$ cat src/rtl/matrix_relu_pool_pkg.sv
// Shared types and constants for the ReLU / 2x2 max-pool engine.
// Memory request codes match the other accelerator engines.
package matrix_relu_pool_pkg;

  localparam int TYPE_BW = 32;
  localparam int KICP_SRAM_AWIDTH = 8;

  localparam logic [1:0] MEM_OP_NONE  = 2'b00;
  localparam logic [1:0] MEM_OP_READ  = 2'b01;
  localparam logic [1:0] MEM_OP_WRITE = 2'b11;

  typedef struct packed {
    logic [1:0]         op;
    logic [TYPE_BW-1:0] addr;
    logic [TYPE_BW-1:0] data;
  } mem_req_t;

  function automatic logic [TYPE_BW-1:0] wrap_addr(
    input logic [TYPE_BW-1:0] a,
    input int                 aw
  );
    logic [TYPE_BW-1:0] m;
    m = (aw >= TYPE_BW) ? '1
      : ((TYPE_BW'(1) << aw) - TYPE_BW'(1));
    return a & m;
  endfunction

endpackage

$ cat src/rtl/matrix_relu_pool_if.sv
// SRAM request port between an engine and the memory controller.
// The engine side is the master.
interface matrix_relu_pool_if;
  import matrix_relu_pool_pkg::*;

  logic [TYPE_BW-1:0] addr_o;
  logic [TYPE_BW-1:0] data_o;
  logic [TYPE_BW-1:0] data_i;
  logic [1:0]         mem_operation;
  logic               mem_opdone;

  modport master (
    output addr_o,
    output data_o,
    output mem_operation,
    input  data_i,
    input  mem_opdone
  );

  modport slave (
    input  addr_o,
    input  data_o,
    input  mem_operation,
    output data_i,
    output mem_opdone
  );

endinterface

$ cat src/rtl/matrix_relu_pool_relu_max4.sv
// Registered signed running max with clear/load/fold controls.
// The output is clamped at zero (ReLU).
module relu_max4
  import matrix_relu_pool_pkg::*;
(
  input  logic               clk,
  input  logic               reset_n,
  input  logic               clear,
  input  logic               load,
  input  logic               fold,
  input  logic [TYPE_BW-1:0] din,
  output logic [TYPE_BW-1:0] dout
);

  logic signed [TYPE_BW-1:0] acc_q;

  always_ff @(posedge clk or negedge reset_n) begin
    if (!reset_n) begin
      acc_q <= '0;
    end else begin
      unique case (1'b1)
        clear: acc_q <= '0;
        load:  acc_q <= din;
        fold:  if ($signed(din) > acc_q) acc_q <= din;
        default: ;
      endcase
    end
  end

  assign dout = acc_q[TYPE_BW-1] ? '0 : acc_q;

endmodule

$ cat src/rtl/matrix_relu_pool.sv
// Reads a matrix from SRAM, applies 2x2 max-pool + ReLU, writes it back.
// Header words go out last so a nonzero header marks complete data.
module matrix_relu_pool
  import matrix_relu_pool_pkg::*;
#(
  parameter int AWIDTH   = KICP_SRAM_AWIDTH,
  parameter int IN_BASE  = 0,
  parameter int OUT_BASE = 128
) (
  input  logic               clk,
  input  logic               reset_n,
  input  logic               enable,
  output logic               done,
  output logic               error,
  matrix_relu_pool_if.master mem
);

  typedef enum logic [3:0] {
    S_IDLE,
    S_RD_R,
    S_RD_C,
    S_CHECK,
    S_RD_WIN,
    S_WR_EL,
    S_WR_HR,
    S_WR_HC,
    S_DONE
  } state_t;

  localparam logic [TYPE_BW-1:0] IN_W  = TYPE_BW'(IN_BASE);
  localparam logic [TYPE_BW-1:0] OUT_W = TYPE_BW'(OUT_BASE);

  state_t             state_q;
  logic [TYPE_BW-1:0] r_q;
  logic [TYPE_BW-1:0] c_q;
  logic [15:0]        i_q;
  logic [15:0]        j_q;
  logic [1:0]         k_q;

  logic [15:0]        hr;
  logic [15:0]        hc;
  logic [TYPE_BW-1:0] row;
  logic [TYPE_BW-1:0] col;
  logic [TYPE_BW-1:0] rd_full;
  logic [TYPE_BW-1:0] wr_full;
  logic [TYPE_BW-1:0] pooled;
  logic               dim_bad;
  logic               pend;
  logic               is_req;
  logic               win_done;
  mem_req_t           req;

  assign hr   = r_q[16:1];
  assign hc   = c_q[16:1];
  assign pend = (mem.mem_operation != MEM_OP_NONE);

  assign dim_bad = (|r_q[31:16]) | (|c_q[31:16])
                 | (r_q[15:1] == '0) | (c_q[15:1] == '0);

  // k_q[1] selects the lower row, k_q[0] the right column
  always_comb begin
    row     = {15'd0, i_q, k_q[1]};
    col     = {15'd0, j_q, k_q[0]};
    rd_full = IN_W + 32'd2 + row * c_q + col;
    wr_full = OUT_W + 32'd2
            + {16'd0, i_q} * {16'd0, hc}
            + {16'd0, j_q};
  end

  always_comb begin
    req    = '0;
    is_req = 1'b1;
    unique case (state_q)
      S_RD_R: begin
        req.op   = MEM_OP_READ;
        req.addr = wrap_addr(IN_W, AWIDTH);
      end
      S_RD_C: begin
        req.op   = MEM_OP_READ;
        req.addr = wrap_addr(IN_W + 32'd1, AWIDTH);
      end
      S_RD_WIN: begin
        req.op   = MEM_OP_READ;
        req.addr = wrap_addr(rd_full, AWIDTH);
      end
      S_WR_EL: begin
        req.op   = MEM_OP_WRITE;
        req.addr = wrap_addr(wr_full, AWIDTH);
        req.data = pooled;
      end
      S_WR_HR: begin
        req.op   = MEM_OP_WRITE;
        req.addr = wrap_addr(OUT_W, AWIDTH);
        req.data = {16'd0, hr};
      end
      S_WR_HC: begin
        req.op   = MEM_OP_WRITE;
        req.addr = wrap_addr(OUT_W + 32'd1, AWIDTH);
        req.data = {16'd0, hc};
      end
      default: is_req = 1'b0;
    endcase
  end

  assign win_done = (state_q == S_RD_WIN) & pend
                  & mem.mem_opdone;

  relu_max4 u_max (
    .clk     (clk),
    .reset_n (reset_n),
    .clear   (state_q == S_IDLE),
    .load    (win_done & (k_q == 2'd0)),
    .fold    (win_done & (k_q != 2'd0)),
    .din     (mem.data_i),
    .dout    (pooled)
  );

  always_ff @(posedge clk or negedge reset_n) begin
    if (!reset_n) begin
      state_q           <= S_IDLE;
      r_q               <= '0;
      c_q               <= '0;
      i_q               <= '0;
      j_q               <= '0;
      k_q               <= '0;
      done              <= 1'b0;
      error             <= 1'b0;
      mem.mem_operation <= MEM_OP_NONE;
      mem.addr_o        <= '0;
      mem.data_o        <= '0;
    end else if (is_req) begin
      if (pend) begin
        if (mem.mem_opdone) begin
          mem.mem_operation <= MEM_OP_NONE;
          if (!enable) begin
            state_q <= S_IDLE;
          end else begin
            unique case (state_q)
              S_RD_R: begin
                r_q     <= mem.data_i;
                state_q <= S_RD_C;
              end
              S_RD_C: begin
                c_q     <= mem.data_i;
                state_q <= S_CHECK;
              end
              S_RD_WIN: begin
                k_q <= k_q + 2'd1;
                if (k_q == 2'd3) state_q <= S_WR_EL;
              end
              S_WR_EL: begin
                state_q <= S_RD_WIN;
                if (j_q == hc - 16'd1) begin
                  j_q <= '0;
                  if (i_q == hr - 16'd1) state_q <= S_WR_HR;
                  else i_q <= i_q + 16'd1;
                end else begin
                  j_q <= j_q + 16'd1;
                end
              end
              S_WR_HR: state_q <= S_WR_HC;
              S_WR_HC: begin
                state_q <= S_DONE;
                done    <= 1'b1;
              end
              default: state_q <= S_IDLE;
            endcase
          end
        end
      end else if (!enable) begin
        state_q <= S_IDLE;
      end else begin
        mem.mem_operation <= req.op;
        mem.addr_o        <= req.addr;
        mem.data_o        <= req.data;
      end
    end else begin
      unique case (state_q)
        S_IDLE: if (enable) state_q <= S_RD_R;
        S_CHECK: begin
          if (!enable) begin
            state_q <= S_IDLE;
          end else if (dim_bad) begin
            state_q <= S_DONE;
            done    <= 1'b1;
            error   <= 1'b1;
          end else begin
            i_q     <= '0;
            j_q     <= '0;
            k_q     <= '0;
            error   <= 1'b0;
            state_q <= S_RD_WIN;
          end
        end
        S_DONE: if (!enable) begin
          state_q <= S_IDLE;
          done    <= 1'b0;
          error   <= 1'b0;
        end
        default: state_q <= S_IDLE;
      endcase
    end
  end

endmodule

$ cat src/flat_wrapper.sv
// flat-port wrapper written by rule: the top's interface ports become plain ports
module matrix_relu_pool_flat import matrix_relu_pool_pkg::*;
#(
  parameter int AWIDTH   = KICP_SRAM_AWIDTH,
  parameter int IN_BASE  = 0,
  parameter int OUT_BASE = 128
)
  (clk, reset_n, enable, done, error, mem_addr_o, mem_data_o, mem_mem_operation, mem_data_i, mem_mem_opdone);
  matrix_relu_pool_if mem_i ();
  input  logic clk;
  input  logic reset_n;
  input  logic enable;
  output logic done;
  output logic error;
  output wire logic [$bits(mem_i.addr_o)-1:0] mem_addr_o;
  output wire logic [$bits(mem_i.data_o)-1:0] mem_data_o;
  output wire logic [$bits(mem_i.mem_operation)-1:0] mem_mem_operation;
  input wire logic [$bits(mem_i.data_i)-1:0] mem_data_i;
  input wire logic [$bits(mem_i.mem_opdone)-1:0] mem_mem_opdone;
  assign mem_addr_o = mem_i.addr_o;
  assign mem_data_o = mem_i.data_o;
  assign mem_mem_operation = mem_i.mem_operation;
  assign mem_i.data_i = mem_data_i;
  assign mem_i.mem_opdone = mem_mem_opdone;
  matrix_relu_pool #(.AWIDTH(AWIDTH), .IN_BASE(IN_BASE), .OUT_BASE(OUT_BASE)) u_core (.clk(clk), .reset_n(reset_n), .enable(enable), .done(done), .error(error), .mem(mem_i));
endmodule
$ cat config.mk
export PLATFORM = sky130hd
export DESIGN_NAME = matrix_relu_pool_flat
export DESIGN_NICKNAME = d
export VERILOG_FILES = /design/src/rtl/matrix_relu_pool_pkg.sv /design/src/rtl/matrix_relu_pool_if.sv /design/src/rtl/matrix_relu_pool_relu_max4.sv /design/src/rtl/matrix_relu_pool.sv /design/src/flat_wrapper.sv
export SDC_FILE = /design/constraint.sdc
export NUM_CORES = 1
export LEC_CHECK = 0
export BUFFER_PORTS_ARGS = -buffer_cell sky130_fd_sc_hd__buf_2
export CAP_MARGIN = 20
export CORE_ASPECT_RATIO = 0.8
export CORE_MARGIN = 10
export CORE_UTILIZATION = 60
export DETAILED_ROUTE_END_ITERATION = 16
export GPL_TIMING_DRIVEN = 0
export PLACE_DENSITY = 0.83
export SLEW_MARGIN = 10
export SYNTH_ARGS = -nofsm -noshare
export SYNTH_HDL_FRONTEND = slang
export SYNTH_SLANG_ARGS = --single-unit
$ cat constraint.sdc
create_clock -name clk -period 9.5 [get_ports clk]
set_clock_uncertainty 0.05 [all_clocks]
set_input_delay 0.95 -clock clk [delete_from_list [all_inputs] [get_ports clk]]
set_output_delay 0.95 -clock clk [all_outputs]
set_load 0.005 [all_outputs]
### After elaboration in Yosys (flattened, before gate mapping)

Cells that the tools add are included.

| word-level totals | value |
|---|---|
| register bits after elaboration | 202 |
| bits of input ports | 36 |
| logic and storage cells | 147 |

| cells by class | value |
|---|---|
| add/sub/neg operators | 9 |
| multiply operators | 2 |
| $lt $le $gt $ge | 1 |
| eq/ne operators | 30 |
| multiplexer cells | 58 |
| bitwise gates (word level) | 9 |
| reduce and logical (&&, ||, !) cells | 26 |

Operators with widths:

| operator | number |
|---|---|
| $mux W16 | 16 |
| $pmux W34 S6 | 1 |
| $pmux W32 S3 | 1 |
| $pmux W31 S3 | 1 |
| $mux W4 | 10 |
| $add A16 B1 Y16 const B | 2 |
| $eq A16 B16 Y1 | 2 |
| $gt A32 B32 Y1 | 1 |
| $mul A17 B32 Y8 | 1 |
| $mux W32 | 1 |
| $reduce_or A16 Y1 | 2 |
| $sub A16 B1 Y16 const B | 2 |
| $mux W31 | 1 |
| $logic_not A15 Y1 | 2 |
| $mux W2 | 12 |
| $ne A2 B2 Y1 const B | 12 |
| $pmux W4 S6 | 1 |
| $add A8 B8 Y8 | 2 |
| $eq A4 B3 Y1 const B | 4 |
| $mul A16 B16 Y8 | 1 |
| $reduce_and A7 Y1 | 2 |
| $pmux W4 S3 | 1 |
| $reduce_bool A2 Y1 | 6 |
| $mux W1 | 11 |
| 26 further kinds | 40 |

### Depth between registers and ports, before layout

Gate-level depths: netlist of run 1.

| depth | value |
|---|---|
| depth in word-level cells | 9 |
| gate-level depth with buffers | 21 |

### Modules after synthesis

From an unflattened synthesis of run 1, not the netlist that was laid out.

| second synthesis, totals | value |
|---|---|
| cell total of the unflattened synthesis | 1391 |
| area, all modules | 12874.8 um2 |

Modules (own cells, without submodules):

| module | instances | cells each | area an instance (um2) | sequential area each (um2) |
|---|---|---|---|---|
| matrix_relu_pool | 1 | 1079 | 10267.3 | 3628.5 |
| relu_max4 | 1 | 312 | 2607.5 | 800.8 |

### Worst setup path after synthesis of run 1

Ideal clock, no wire load.

| path | value |
|---|---|
| kind | register to register |
| start point | register u_core.c_q[1] |
| end point | register u_core.mem.addr_o[7] |
| setup time | 84 ps |
| arrival time | 4148 ps |
| slack | 5217 ps |
| cell stages (with the launch flop) | 19 |
| cells stage by stage | dfrtp_1 -> clkbuf_1 -> nand2_1 -> fa_1 -> inv_1 -> fa_1 -> inv_1 -> fa_1 -> inv_1 -> fa_1 -> ha_1 -> xor2_1 -> xnor2_1 -> xnor2_1 -> xnor2_1 -> xnor2_1 -> xnor2_1 -> a22oi_1 -> o21ai_0 |

| between the ends | value |
|---|---|
| longest elaborated chain between the ends | 4 |
| elaborated cells on any way between the ends | 7 |
| those cells by class | 4 x add/sub; 2 x mul; 1 x mux |

RTL lines:

| element | line | RTL |
|---|---|---|
| start, declared | matrix_relu_pool.sv:35 | `logic [TYPE_BW-1:0] c_q;` |
| start signal, assigned | matrix_relu_pool.sv:144 | `c_q <= mem.data_i;` |
| $mul A17 B32 Y8 / $mul A16 B16 Y8 (equally long branches) | matrix_relu_pool.sv:64, matrix_relu_pool.sv:66 |  |
| $add A2 B8 Y8 / $add A8 B8 Y8 (equally long branches) | matrix_relu_pool.sv:64, matrix_relu_pool.sv:66 |  |
| $add A8 B8 Y8 (on tied branches) | matrix_relu_pool.sv:64, matrix_relu_pool.sv:67 |  |
| $pmux W34 S6 (*) | matrix_relu_pool.sv:73 | `unique case (state_q)` |
| end signal, assigned | matrix_relu_pool.sv:174 | `mem.addr_o <= req.addr;` |
| end, declared | matrix_relu_pool_if.sv:13 | `output addr_o,` |

Mark *: on every way between the ends. The rest lies on a longest branch, timed or not.
A chain may end at the register's enable or synchronous reset.

### Final worst setup path of run 1

Ends and elaborated chain as after synthesis.

==> flow_summary.json, run 1 <==
{
  "setup_viol": 0,
  "period_needed_ns": 5.08,
  "post_cts_resized": 0,
  "holdPathEnd": "u_core.mem.data_o[26]",
  "p_leak_nw": 6.26,
  "rrSetupSlack_ns": 4.42,
  "rr_endpoint": "u_core.mem.addr_o[7]",
  "cts_inserted_buffers": 17,
  "grt_pass1_vias": 9718,
  "wl_per_cell_um": 19.6,
  "highest_layer": "met4",
  "synth_edf_count": 0,
  "hp-start": "u_core.mem.data_o[26]",
  "cts_hold_buf": 0,
  "antenna_found_initial": 0,
  "power.density_nw_per_um2": 212,
  "core_area_um2": 19700,
  "antenna_cells": 0,
  "crit_slowest_cell": "dfrtp_1",
  "ctsHtreeMaxLevel": 4,
  "final_design_area_no_fill_um2": 13400,
  "whs_ns": 0.423,
  "fmax_mhz": 197,
  "crit_fanout": 10,
  "die-area_um2": 26000,
  "worst_pin_slew_ns": 0.985,
  "cts.sinks": 176,
  "ys_types": 67,
  "drive_gt1_frac": 0.159,
  "synthCells": 1252,
  "yosys.cell_count.top_type": "dfrtp_1",
  "route.vias.total": 9857,
  "fin_crit_sh": 0.535,
  "drc": 0,
  "met3_length_mm": 3.12,
  "async_flop_share": 1.00,
  "ys_top_cells_by_area": "dfrtp_1 (37%), ha_1 (8.3%), mux2_2 (5.8%)",
  "gr-total-overflow": 0,
  "dp_hpwl_mm": 24.7,
  "yosysTopAreaCellShare": 0.368,
  "placed_area_um2": 12800,
  "reg2reg_from": "u_core.c_q[1]",
  "outcome": "finished clean",
  "synth_top_area_cell": "dfrtp_1",
  "firstDrtPassIters": 8,
  "wl_met2_mm": 14.2,
  "hold_path.class": "register to register",
  "critPathKind": "register to register",
  "clk_path_buf_depth": 2,
  "synth_area_um2": 12000,
  "numPortBuffers": 78,
  "slew_violations": 0,
  "dieWidth_um": 178,
  "grt_first_pass_wirelength_mm": 52.1,
  "insertion_delay_ns": 0.44,
  "wl_mm": 32.3,
  "post_cts_buffers": 0,
  "nNetsFinal": 1523,
  "synth_warnings": 0,
  "maxCapViolCount": 0,
  "io_pins": 104,
  "synth_common_cells": "dfrtp_1 (176), nand2_1 (143), inv_1 (118)",
  "hold_violations": 0,
  "cp-start-kind": "register",
  "synth_seq_cells": 176,
  "setup_tns_ns": 0,
  "ant_nets": 0,
  "clk_pin_slew_worst_paths_ns": 0.07,
  "syn-mean-instance-area_um2": 9.56,
  "rr_worst_depth": 18,
  "cp_cell_sequence": "clkbuf_1 -> nand2_1 -> fa_1 -> inv_1 -> fa_1 -> inv_1 -> fa_1 -> inv_1 -> fa_1 -> ha_1 -> xor2_1 -> xnor2_1 -> xnor2_1 -> xnor2_1 -> xnor2_1 -> xnor2_1 -> a22oi_1 -> o21ai_0",
  "initial_utilization": 0.608,
  "via_per_inst": 5.97,
  "rsz0062_at_grt": "no",
  "vdd_drop_max_mv": 0.138,
  "first_iter_violations": 1197,
  "crit_arrival_ns": 5.38,
  "cpMostUsedCell": "xnor2_1",
  "grt_util_all_layers": 0.249,
  "die_y_um": 146,
  "synth_flop_cell": "dfrtp_1",
  "hold_depth": 2,
  "wl_met1_mm": 14.4,
  "cts_root_buf": "clkbuf_16",
  "syn2layout_area_growth_pct": 12.0,
  "end_kind": "register",
  "required_ns": 9.80,
  "gp_congestion": 0.951,
  "grt_max_degree": 105,
  "slew_headroom": 0.340,
  "fp-row-count": 46,
  "cpPeakStageDelay_ns": 0.57,
  "seq_area_frac_synth": 0.368,
  "tritoncts": "done"
}
## layout make-up
type,instances,area (µm²)
Multi-Input combinational cell,890,6760
Tap cell,264,330
Fill cell,1568,6290
Timing Repair Buffer,79,428
Inverter,118,443
Clock inverter,13,143
Clock buffer,19,443
Sequential cell,176,4400
Buffer,92,449
## power by group
group / total (mW) / internal, mW / leakage, nW / switching, mW
logic: 1.12 / 0.433 / 3.63 / 0.685
registers: 1.02 / 0.873 / 2.35 / 0.145
clock network: 0.709 / 0.379 / 0.276 / 0.330
## critical path: cells and delay by family (launching register included)
kind,cells,cell delay [ns]
flops,1,0.57
xor+xnor,6,1.16
simple gates,1,0.17
compound gates,2,0.24
fa+ha+maj,5,2.22
buf+inv,4,0.60
## worst max path at each step
stage	start	to	slack [ns]	depth (start not counted)
CTS	u_core.c_q[1]	u_core.mem.addr_o[7]	4.48	18
finish	u_core.c_q[1]	u_core.mem.addr_o[7]	4.42	18
global route	u_core.c_q[2]	u_core.mem.addr_o[7]	4.12	18
detailed placement	u_core.c_q[1]	u_core.mem.addr_o[7]	4.51	18
global placement	u_core.c_q[1]	u_core.mem.addr_o[7]	4.58	18
floorplan	u_core.c_q[1]	u_core.mem.addr_o[7]	5.22	18
## logic make-up (layout without fill, tap and decap cells)
group	Yosys count	after routing	share of synthesized area
other	1	25	0.000313
adder cells (fa/ha/maj)	113	113	0.140
AND/OR/NAND/NOR	357	357	0.151
flip-flops	176	176	0.368
XOR/XNOR	97	97	0.0710
AO/OA/AOI/OAI	233	233	0.134
buffers and inverters	210	321	0.0746
multiplexers	65	65	0.0609
## metrics by stage
stage               power [mW]  cells   util  setup WS [ns]
floorplan                 1.77   1276      -           5.22
global placement          2.05   1618  0.649           4.58
detailed placement        2.10   1619  0.651           4.51
CTS                       2.81   1651  0.681           4.48
global route              2.99   1651  0.681           4.12
finish                    2.84   1651  0.681           4.42
## registers in the layout, indices dropped and copies added, names as in the netlist, 4 cells and up
register / flops
u_core.c_q: 32
u_core.u_max.acc_q: 32
u_core.mem.data_o: 31
u_core.r_q: 31
u_core.i_q: 16
u_core.j_q: 16
u_core.mem.addr_o: 8
u_core.state_q: 4
## metal layers
metal	up-vias	track usage
li1	4541	-
met1	4811	0.355
met2	457	0.371
met3	48	0.0613
met4	0	0.0633
met5	-	0
## placed cells by master (no fill, tap or decap), types with 25 or more instances in the layout
cell type  instances
a22o_1            34
mux2_2            62
buf_4             25
dfrtp_1          176
nand2_1          143
xor2_1            31
conb_1            25
and2_1            25
o21ai_0           75
inv_1            118
xnor2_1           66
a21oi_1           30
nor2_1            49
fa_1              34
ha_1              79
nand3_1           26
buf_2             85
clkbuf_1          56
(Power assumes the default switching activity.)
==> run 2, diff against run 1 <==
--- a/config.mk
+++ b/config.mk
@@ -5,6 +5,7 @@
 export SDC_FILE = /design/constraint.sdc
 export NUM_CORES = 1
 export LEC_CHECK = 0
+export ABC_AREA = 1
 export BUFFER_PORTS_ARGS = -buffer_cell sky130_fd_sc_hd__buf_2
 export CAP_MARGIN = 20
 export CORE_ASPECT_RATIO = 0.8
==> constraint.sdc (replaced) <==
create_clock -name clk -period 5.1 [get_ports clk]
set_clock_uncertainty 0.05 [all_clocks]
set_input_delay 0.51 -clock clk [delete_from_list [all_inputs] [get_ports clk]]
set_output_delay 0.51 -clock clk [all_outputs]
set_load 0.005 [all_outputs]
==> run 2 against run 1 <==
  * Synthesized area is 8.9% higher
  * Flip-flop and latch count stayed put
  * First-iteration DRC count is 17% higher
  * Sequential power is 100% higher
  * Highest routed layer unchanged
==> flow_summary.json, run 2 <==
{
  "layout_commonest_cell": "nand2_1",
  "insertion_delay_ns": 0.45,
  "yosys.cell_count.top_type": "nand2_1",
  "via_per_inst": 5.73,
  "end_kind": "register",
  "mostFrequentLayoutCells": "nand2_1 (453), inv_1 (266), dfrtp_1 (172)",
  "setup_viol": 0,
  "core_area_um2": 21400,
  "nNetsFinal": 2014,
  "ys_top_cells_by_area": "dfrtp_1 (34%), nand2_1 (13%), inv_1 (7.7%)",
  "crit_arrival_ns": 5.10,
  "wl_per_cell_um": 17.5,
  "numPortBuffers": 78,
  "yosysTopAreaCellShare": 0.338,
  "reg.largest.list": "u_core.c_q (32), u_core.u_max.acc_q (32)",
  "gp_congestion": 0.991,
  "cp-start-kind": "register",
  "ctsHtreeMaxLevel": 4,
  "fin_ws_ns": 0.295,
  "grt_max_degree": 65,
  "outcome": "finished clean",
  "fp-row-count": 48,
  "clk_path_buf_depth": 2,
  "grt_pass1_vias": 11900,
  "drc": 0,
  "hold_violations": 0,
  "tritoncts": "done",
  "grt_util_all_layers": 0.272,
  "synth_edf_count": 0,
  "synthCells": 1744,
  "fmax_mhz": 208,
  "wl_mm": 37.6,
  "synth_area_um2": 13000,
  "worst_pin_slew_ns": 0.840,
  "slew_headroom": 0.438,
  "ys_types": 52,
  "slew_violations": 0,
  "first_iter_violations": 1404,
  "firstDrtPassIters": 8,
  "clk_pin_slew_worst_paths_ns": 0.08,
  "antenna_found_initial": 1,
  "cts_root_buf": "clkbuf_16",
  "maxCapViolCount": 0,
  "dp_hpwl_mm": 29.7,
  "route.vias.total": 12300,
  "required_ns": 5.39,
  "io_pins": 104,
  "grt_first_pass_wirelength_mm": 60.8,
  "drive_gt1_frac": 0.116,
  "critPathKind": "register to register",
  "rsz0062_at_grt": "no",
  "synth_top_area_cell": "dfrtp_1",
  "fin_crit_sh": 0.942,
  "syn2layout_area_growth_pct": 11.7,
  "cts.sinks": 176,
  "crit_fanout": 10,
  "setup_tns_ns": 0,
  "synth_warnings": 0,
  "die-area_um2": 28000,
  "gr-total-overflow": 0,
  "synth_common_cells": "nand2_1 (453), inv_1 (266), dfrtp_1 (176)",
  "post-place-ws_ns": -0.0877,
  "hold_path.class": "input pin to register",
  "dieWidth_um": 185,
  "initial_utilization": 0.608,
  "cts_inserted_buffers": 17,
  "die_y_um": 152,
  "p_leak_nw": 7.74,
  "async_flop_share": 1.00,
  "syn-mean-instance-area_um2": 7.47,
  "synth_flop_cell": "dfrtp_1",
  "power.density_nw_per_um2": 443,
  "seq_area_frac_synth": 0.338,
  "period_needed_ns": 4.80,
  "synth_seq_cells": 176,
  "power.total_mw": 6.44,
  "vdd_drop_max_mv": 0.275,
  "ant_nets": 0
}
[run 2: cell count changes in the layout (fill, tap and decap cells not counted), moves of 34 or more]
cell     change
nand2_1    +310
inv_1      +148
nand3_1    +117
mux2_2      -62
nor2_1      +58
xnor2_1     -44
o21ai_0     +37
a22o_1      -34
[run 2: cells by family (layout without fill, tap and decap cells)]
group                    Yosys count  count (layout)  share of synthesized area
XOR/XNOR                          63              63                     0.0424
AND/OR/NAND/NOR                  828             828                      0.286
adder cells (fa/ha/maj)          113             113                      0.128
flip-flops                       176             176                      0.338
buffers and inverters            360             470                      0.117
other                              1              26                   0.000288
AO/OA/AOI/OAI                    203             203                     0.0881
[run 2: worst paths after layout]
| path | slack, ns | to | cells past startpoint | from |
|---|---|---|---|---|
| max | 0.30 | u_core.mem.addr_o[7] | 23 | u_core.c_q[1] |
| min | 0.27 | u_core.u_max.acc_q[19] | 3 | mem_data_i[19] |
| max reg2reg | 0.30 | u_core.mem.addr_o[7] | 23 | u_core.c_q[1] |
| min reg2reg | 0.43 | u_core.mem.data_o[5] | 2 | u_core.mem.data_o[5] |
| max in group asynchronous | 3.51 | u_core.c_q[15] | 4 | reset_n |
| min in group asynchronous | 0.51 | u_core.mem.data_o[24] | 2 | reset_n |
[run 2: layer usage]
metal | GRT usage | part of all wire | up-vias
met2 | 0.412 | 0.43 | 671
met5 | 0 | 0 | -
met4 | 0.0702 | 0.019 | 0
li1 | - | - | 5784
met3 | 0.0708 | 0.12 | 73
met1 | 0.380 | 0.43 | 5813
[run 2: layout make-up]
class,instances,area [µm²]
multi-input combinational,1232,7180
timing repair buffer,82,473
clock inverter,15,188
tap,275,344
buffer,84,505
antenna,1,2.50
sequential,176,4410
fill,1771,6890
inverter,272,1020
clock buffer,17,425
[run 2: power breakdown]
part / internal (mW) / leakage (nW) / switching, mW / total, mW
Sequential: 1.70 / 2.33 / 0.361 / 2.06
Clock: 0.667 / 0.292 / 0.689 / 1.36
Combinational: 1.02 / 5.12 / 2.01 / 3.03
Total: 3.38 / 7.74 / 3.06 / 6.44
[run 2: metrics by stage]
| stage | util | hold WS [ns] | cells | instance area (µm²) |
|---|---|---|---|---|
| floorplan | - | 0.164 | 1768 | 13100 |
| global placement | 0.646 | 0.402 | 2121 | 13900 |
| global route | 0.679 | 0.272 | 2154 | 14600 |
| finish | 0.679 | 0.269 | 2154 | 14600 |
| detailed placement | 0.649 | 0.394 | 2123 | 13900 |
| CTS | 0.678 | 0.267 | 2155 | 14500 |
[run 2: worst max-delay path, stage by stage (launching register included)]
cell and delay [ns]:
dfrtp_2 0.43, buf_6 0.18, nand2_1 0.08, fa_1 0.49, inv_1 0.05, fa_1 0.49, inv_1 0.04, fa_1 0.47
inv_1 0.05, fa_1 0.49, ha_1 0.36, ha_1 0.36, nand2_1 0.09, nor2_1 0.04, a211oi_1 0.17, nand2_1 0.18
inv_1 0.08, nand2_1 0.05, nand2_1 0.07, nand3_1 0.08, nand3_1 0.18, nand3_1 0.11, nand2_1 0.07, inv_1 0.03
[run 2: what timing repair did]
item	in CTS	in global routing
gates resized for setup	2	13
hold endpoints to repair	50	0
setup endpoints to repair	1	1
buffers inserted	0	1
hold buffers	1	0
cloned	0	0
